--- src/rtl/reset_sequencer.sv ---
// rtl/reset_sequencer.sv - staged reset release with key debounce, per-stage ack and fault latch
// Releases NUM_STAGES reset domains in order, each gated by its synchronized ack.
module reset_sequencer #(
   parameter int NUM_STAGES      = 3,
   parameter int HOLD_CYCLES     = 1000,
   parameter int STAGE_DELAY     = 64,
   parameter int ACK_TIMEOUT     = 4096,
   parameter int DEBOUNCE_CYCLES = 1000000
) (
   input  logic                          clk,
   input  logic                          rst_n,
   input  logic                          key,
   input  logic [NUM_STAGES-1:0]         stage_ack,
   output logic [NUM_STAGES-1:0]         rst_out,
   output logic                          ready,
   output logic                          fault,
   output logic [$clog2(NUM_STAGES)-1:0] stage
);

   localparam int SW      = $clog2(NUM_STAGES);
   localparam int CNT_MAX = (HOLD_CYCLES > STAGE_DELAY)
                            ? ((HOLD_CYCLES > ACK_TIMEOUT) ? HOLD_CYCLES : ACK_TIMEOUT)
                            : ((STAGE_DELAY > ACK_TIMEOUT) ? STAGE_DELAY : ACK_TIMEOUT);
   localparam int CW      = $clog2(CNT_MAX + 1);
   localparam int DW      = $clog2(DEBOUNCE_CYCLES + 1);

   localparam logic [CW-1:0] HOLD_LAST    = CW'(HOLD_CYCLES - 1);
   localparam logic [CW-1:0] DELAY_LAST   = CW'(STAGE_DELAY - 1);
   localparam logic [CW-1:0] TIMEOUT_LAST = CW'(ACK_TIMEOUT - 1);
   localparam logic [DW-1:0] DB_LAST      = DW'(DEBOUNCE_CYCLES - 1);
   localparam logic [SW-1:0] LAST_STAGE   = SW'(NUM_STAGES - 1);

   typedef enum logic [2:0] {
      S_HOLD,
      S_RELEASE,
      S_WAIT_ACK,
      S_RUN,
      S_FAULT
   } state_t;

   logic                  r_key_meta;
   logic                  r_key_sync;
   logic [NUM_STAGES-1:0] r_ack_meta;
   logic [NUM_STAGES-1:0] r_ack_sync;
   logic                  r_key_db;
   logic [DW-1:0]         r_db_cnt;
   logic                  r_press;

   state_t                r_state;
   logic [CW-1:0]         r_cnt;
   logic [SW-1:0]         r_stage;

   state_t                w_state_nxt;
   logic [CW-1:0]         w_cnt_nxt;
   logic [SW-1:0]         w_stage_nxt;
   logic [NUM_STAGES-1:0] w_rst_nxt;
   logic                  w_ack_cur;

   // Debounce counts consecutive cycles the synchronized key differs from the accepted level.
   always_ff @(posedge clk or negedge rst_n) begin
      if (!rst_n) begin
         r_key_meta <= 1'b0;
         r_key_sync <= 1'b0;
         r_ack_meta <= '0;
         r_ack_sync <= '0;
         r_key_db   <= 1'b0;
         r_db_cnt   <= '0;
         r_press    <= 1'b0;
      end else begin
         r_key_meta <= key;
         r_key_sync <= r_key_meta;
         r_ack_meta <= stage_ack;
         r_ack_sync <= r_ack_meta;
         r_press    <= 1'b0;
         if (r_key_sync == r_key_db) begin
            r_db_cnt <= '0;
         end else if (r_db_cnt == DB_LAST) begin
            r_db_cnt <= '0;
            r_key_db <= r_key_sync;
            r_press  <= r_key_sync;
         end else begin
            r_db_cnt <= r_db_cnt + 1'b1;
         end
      end
   end

   assign w_ack_cur = r_ack_sync[r_stage];

   always_comb begin
      w_state_nxt = r_state;
      w_stage_nxt = r_stage;
      case (r_state)
         S_HOLD: begin
            if (r_cnt == HOLD_LAST) w_state_nxt = S_RELEASE;
         end
         S_RELEASE: begin
            if (r_cnt == DELAY_LAST) w_state_nxt = S_WAIT_ACK;
         end
         S_WAIT_ACK: begin
            if (w_ack_cur) begin
               if (r_stage == LAST_STAGE) begin
                  w_state_nxt = S_RUN;
               end else begin
                  w_stage_nxt = r_stage + 1'b1;
                  w_state_nxt = S_RELEASE;
               end
            end else if (r_cnt == TIMEOUT_LAST) begin
               w_state_nxt = S_FAULT;
            end
         end
         S_RUN: begin
            if (!(&r_ack_sync)) w_state_nxt = S_FAULT;
         end
         S_FAULT: begin
            w_state_nxt = S_FAULT;
         end
         default: begin
            w_state_nxt = S_HOLD;
         end
      endcase

      if (r_press) begin
         w_state_nxt = S_HOLD;
         w_stage_nxt = '0;
      end

      // Counter idles in RUN/FAULT so it can never wrap.
      if (r_press || (w_state_nxt != r_state)) begin
         w_cnt_nxt = '0;
      end else if ((r_state == S_RUN) || (r_state == S_FAULT)) begin
         w_cnt_nxt = r_cnt;
      end else begin
         w_cnt_nxt = r_cnt + 1'b1;
      end

      w_rst_nxt = '1;
      case (w_state_nxt)
         S_RELEASE, S_WAIT_ACK: begin
            for (int i = 0; i < NUM_STAGES; i++) begin
               w_rst_nxt[i] = (SW'(i) > w_stage_nxt);
            end
         end
         S_RUN:   w_rst_nxt = '0;
         default: w_rst_nxt = '1;
      endcase
   end

   // Outputs are registered from the next-state decode so they track r_state exactly.
   always_ff @(posedge clk or negedge rst_n) begin
      if (!rst_n) begin
         r_state <= S_HOLD;
         r_cnt   <= '0;
         r_stage <= '0;
         rst_out <= '1;
         ready   <= 1'b0;
         fault   <= 1'b0;
      end else begin
         r_state <= w_state_nxt;
         r_cnt   <= w_cnt_nxt;
         r_stage <= w_stage_nxt;
         rst_out <= w_rst_nxt;
         ready   <= (w_state_nxt == S_RUN);
         fault   <= (w_state_nxt == S_FAULT);
      end
   end

   assign stage = r_stage;

endmodule

--- config.mk ---
export PLATFORM = sky130hd
export DESIGN_NAME = reset_sequencer
export DESIGN_NICKNAME = d
export VERILOG_FILES = /design/src/rtl/reset_sequencer.sv
export SDC_FILE = /design/constraint.sdc
export NUM_CORES = 1
export LEC_CHECK = 0
export BUFFER_PORTS_ARGS = -buffer_cell sky130_fd_sc_hd__buf_4
export CORE_MARGIN = 2
export CORE_UTILIZATION = 63
export CTS_BUF_LIST = sky130_fd_sc_hd__clkbuf_4
export CTS_CLUSTER_SIZE = 16
export DETAILED_ROUTE_END_ITERATION = 7
export HOLD_SLACK_MARGIN = 0.12
export PLACE_DENSITY = 0.86
export SYNTH_ARGS = -nofsm -noshare
export SYNTH_HDL_FRONTEND = slang
export SYNTH_SLANG_ARGS = --single-unit
--- constraint.sdc ---
create_clock -name clk -period 2.4 [get_ports clk]
set_input_delay 0.24 -clock clk [delete_from_list [all_inputs] [get_ports clk]]
set_output_delay 0.24 -clock clk [all_outputs]
set_load 0.005 [all_outputs]
==> results.yml <==
route:
  vias: 1943
  avgRoutedWirePerCell_um: 14.4
  drt-total-wl_um: 4760
  dr.first_iter.drc_count: 151
  first_pass_iters: 4
  remaining_drc_errors: 0
  ant_nets: 0
  viasPerCell: 5.89
synthesis:
  synth_edf_count: 0
  postSynthCellCount: 251
  netlist_area_um2: 2580
  ys_seq_area_frac: 0.515
  synth_seq_cells: 53
  ys_types: 45
  synth_nets: 261
  syn_area_per_cell_um2: 10.3
  synthFlopType: "dfrtp_1"
  synthArstFlopShare: 1.00
  synth-warning-count: 0
layout:
  area_growth_pct: 12.3
  utilization: 0.731
  layout_common_cells: "dfrtp_1, nor2_1, buf_4, xor2_1, nand3_1"
  area.sequential_um2: 1330
  fill_cells: 286
  final_nets: 289
  layout_commonest_cell: "dfrtp_1"
  post_route_cells_drive_above_1_share: 0.146
  multi_input_area_um2: 1200
  fin_area_um2: 2900
  diodes: 0
power:
  p_comb_frac: 0.033
  switching_share: 0.220
  p_leak_nw: 1.31
  power_frac_seq: 0.623
  p_switching_mw: 0.323
  p_clk_frac: 0.344
  p_int_mw: 1.14
  p_per_area_nw_per_um2: 505
  ir_drop_v: 0.000329
sta:
  whs_ns: 0.356
  fin_crit_sh: 0.917
  clock_skew_ns: 0.0309
  setup_tns_ns: 0
  drv_slew: 0
  hold_viol: 0
  setup_violations: 0
  rsz0062_at_grt: "no"
  slew_headroom: 0.580
  min_period_ns: 2.20
  fmax_ghz: 0.454
  max_slew.worst_pin.slew_ns: 0.630
worst_setup_path:
  worstRegToRegCells: 6
  critPathMaxFanout: 13
  start_kind: "register"
  crit_path_end_kind: "register"
  rrSetupSlack_ns: 0.20
  reg2reg_to: "r_cnt[12]"
  timing.rr.start: "r_cnt[11]"
  cp-endpoint: "r_cnt[12]"
  cp-startpoint: "r_cnt[11]"
  critPathKind: "reg2reg"
  required_ns: 2.66
  arrival_ns: 2.46
clocking:
  path_clk_slew_ns: 0.17
  cts_max_level: 2
  cts_setup_buffers: 0
  cts_buffer_depth: 2
  cts_root_buf: "clkbuf_4"
  cts_buffers: 5
  cts_tree: "built"
  clkLatencyLatePin_ns: 0.38
  clock_sinks: 53
grt:
  antenna_found_initial: 0
  overflow: 0
  grt_pass1_vias: 1881
  grt_pass1_wl_um: 8120
  grt_max_degree: 54
  grt_usage: 0.236
hold_path:
  min_path_type: "reg2reg"
  hold_depth: 0
run_status:
  status: "finished, final reports clean"
floorplan:
  die_h_um: 68.1
  start_util: 0.651
  placementRows: 23
  coreArea_um2: 3970
  pin_count: 13
  dieArea_um2: 4630
  die_w_um: 68.1
placement:
  dpl_cell_area_um2: 2770
  io_buffers: 12
  dp_hpwl_um: 3290
  place.gp.congestion: 0.891
job:
  max-cap-violations: 0
-- metal layers --
metal | vias to the layer above | track usage | routed length, µm
met2 | 61 | 0.387 | 2340
met5 | - | 0 | 0
met4 | 0 | 0.105 | 113
met3 | 14 | 0.0477 | 231
met1 | 924 | 0.303 | 2080
li1 | 944 | - | -
-- power by group through the flow --
stage                     clock network, mW  logic (mW)  registers, mW
after floorplan                           0      0.0142          0.928
after global placement                    0      0.0415          0.930
after detailed placement                  0      0.0430          0.930
after CTS                             0.517      0.0500          0.914
after global routing                  0.553      0.0570          0.917
final                                 0.504      0.0485          0.914
-- sequential cells by signal, summed over array words and instances, names as in the netlist, 2 cells and up --
signal      flops
r_cnt          13
r_db_cnt       20
rst_out         3
r_ack_meta      3
r_ack_sync      3
r_state         3
stage           2
-- kinds of logic after synthesis --
group                      Yosys count  share of synthesized area
buffers and inverters               10                     0.0208
and+or+nand+nor                    125                      0.252
DFF                                 53                      0.515
AOI/OAI and AO/OA                   26                     0.0799
muxes                                2                    0.00823
adders and majority gates            4                     0.0194
xor gates and xnor gates            31                      0.105
-- critical path: stages (launching register included) --
cell,delay [ns]
dfrtp_1,0.43
or4_4,0.53
or4_4,0.53
and2_1,0.17
o211ai_2,0.15
buf_4,0.21
nor2_1,0.07
-- final cells by class --
class	count	share of cell area
flip-flops and latches	53	0.458
multi-input cells	188	0.414
repair buffers	26	0.0715
well taps	50	0.0215
clock inverters	3	0.0159
clock buffers	5	0.0129
inverters	5	0.00646
-- cells in the mapped netlist, types with 2 or more instances --
| cell type | number | area (µm²) |
|---|---|---|
| nand2_1 | 16 | 60.1 |
| or4_1 | 3 | 22.5 |
| nand4_1 | 9 | 56.3 |
| buf_6 | 2 | 22.5 |
| nor2_1 | 41 | 154 |
| nand3_1 | 19 | 95.1 |
| nand3b_1 | 3 | 22.5 |
| a21o_1 | 3 | 22.5 |
| inv_1 | 5 | 18.8 |
| clkbuf_1 | 2 | 7.51 |
| ha_1 | 4 | 50.1 |
| and2_1 | 2 | 12.5 |
| and3_1 | 8 | 50.1 |
| nor3_1 | 4 | 20.0 |
| dfstp_2 | 3 | 78.8 |
| nand4b_1 | 2 | 17.5 |
| xor2_1 | 20 | 175 |
| o21ai_1 | 2 | 10.0 |
| or4_4 | 2 | 22.5 |
| nor4_1 | 4 | 25.0 |
| a21oi_1 | 8 | 40.0 |
| dfrtp_1 | 50 | 1250 |
| xnor2_1 | 11 | 96.3 |
| or2_2 | 2 | 12.5 |
| nor3b_1 | 2 | 15.0 |
| a32oi_1 | 5 | 43.8 |
-- per-stage QoR --
| step | cells | setup WS (ns) | total power [mW] |
|---|---|---|---|
| final | 330 | 0.199 | 1.47 |
| after global routing | 330 | 0.0965 | 1.53 |
| after CTS | 330 | 0.195 | 1.48 |
| after detailed placement | 317 | 0.216 | 0.973 |
| after global placement | 317 | 0.258 | 0.971 |
| after floorplan | 251 | 0.187 | 0.942 |
-- worst min-delay path by stage --
| stage | from | endpoint | slack (ns) |
|---|---|---|---|
| 4_1_cts | r_ack_meta[1] | r_ack_sync[1] | 0.37 |
| 3_5_place_dp | rst_n | stage[0] | 0.30 |
| 5_1_grt | r_ack_meta[1] | r_ack_sync[1] | 0.38 |
| 2_1_floorplan | rst_n | fault | -0.06 |
| 3_3_place_gp | rst_n | stage[0] | 0.30 |
| 6_report | r_ack_meta[1] | r_ack_sync[1] | 0.36 |
-- timing repair --
action,CTS,global route
hold endpoints to repair,54,0
gates resized for setup,0,0
hold buffers,5,0
(Power assumes the default switching activity.)
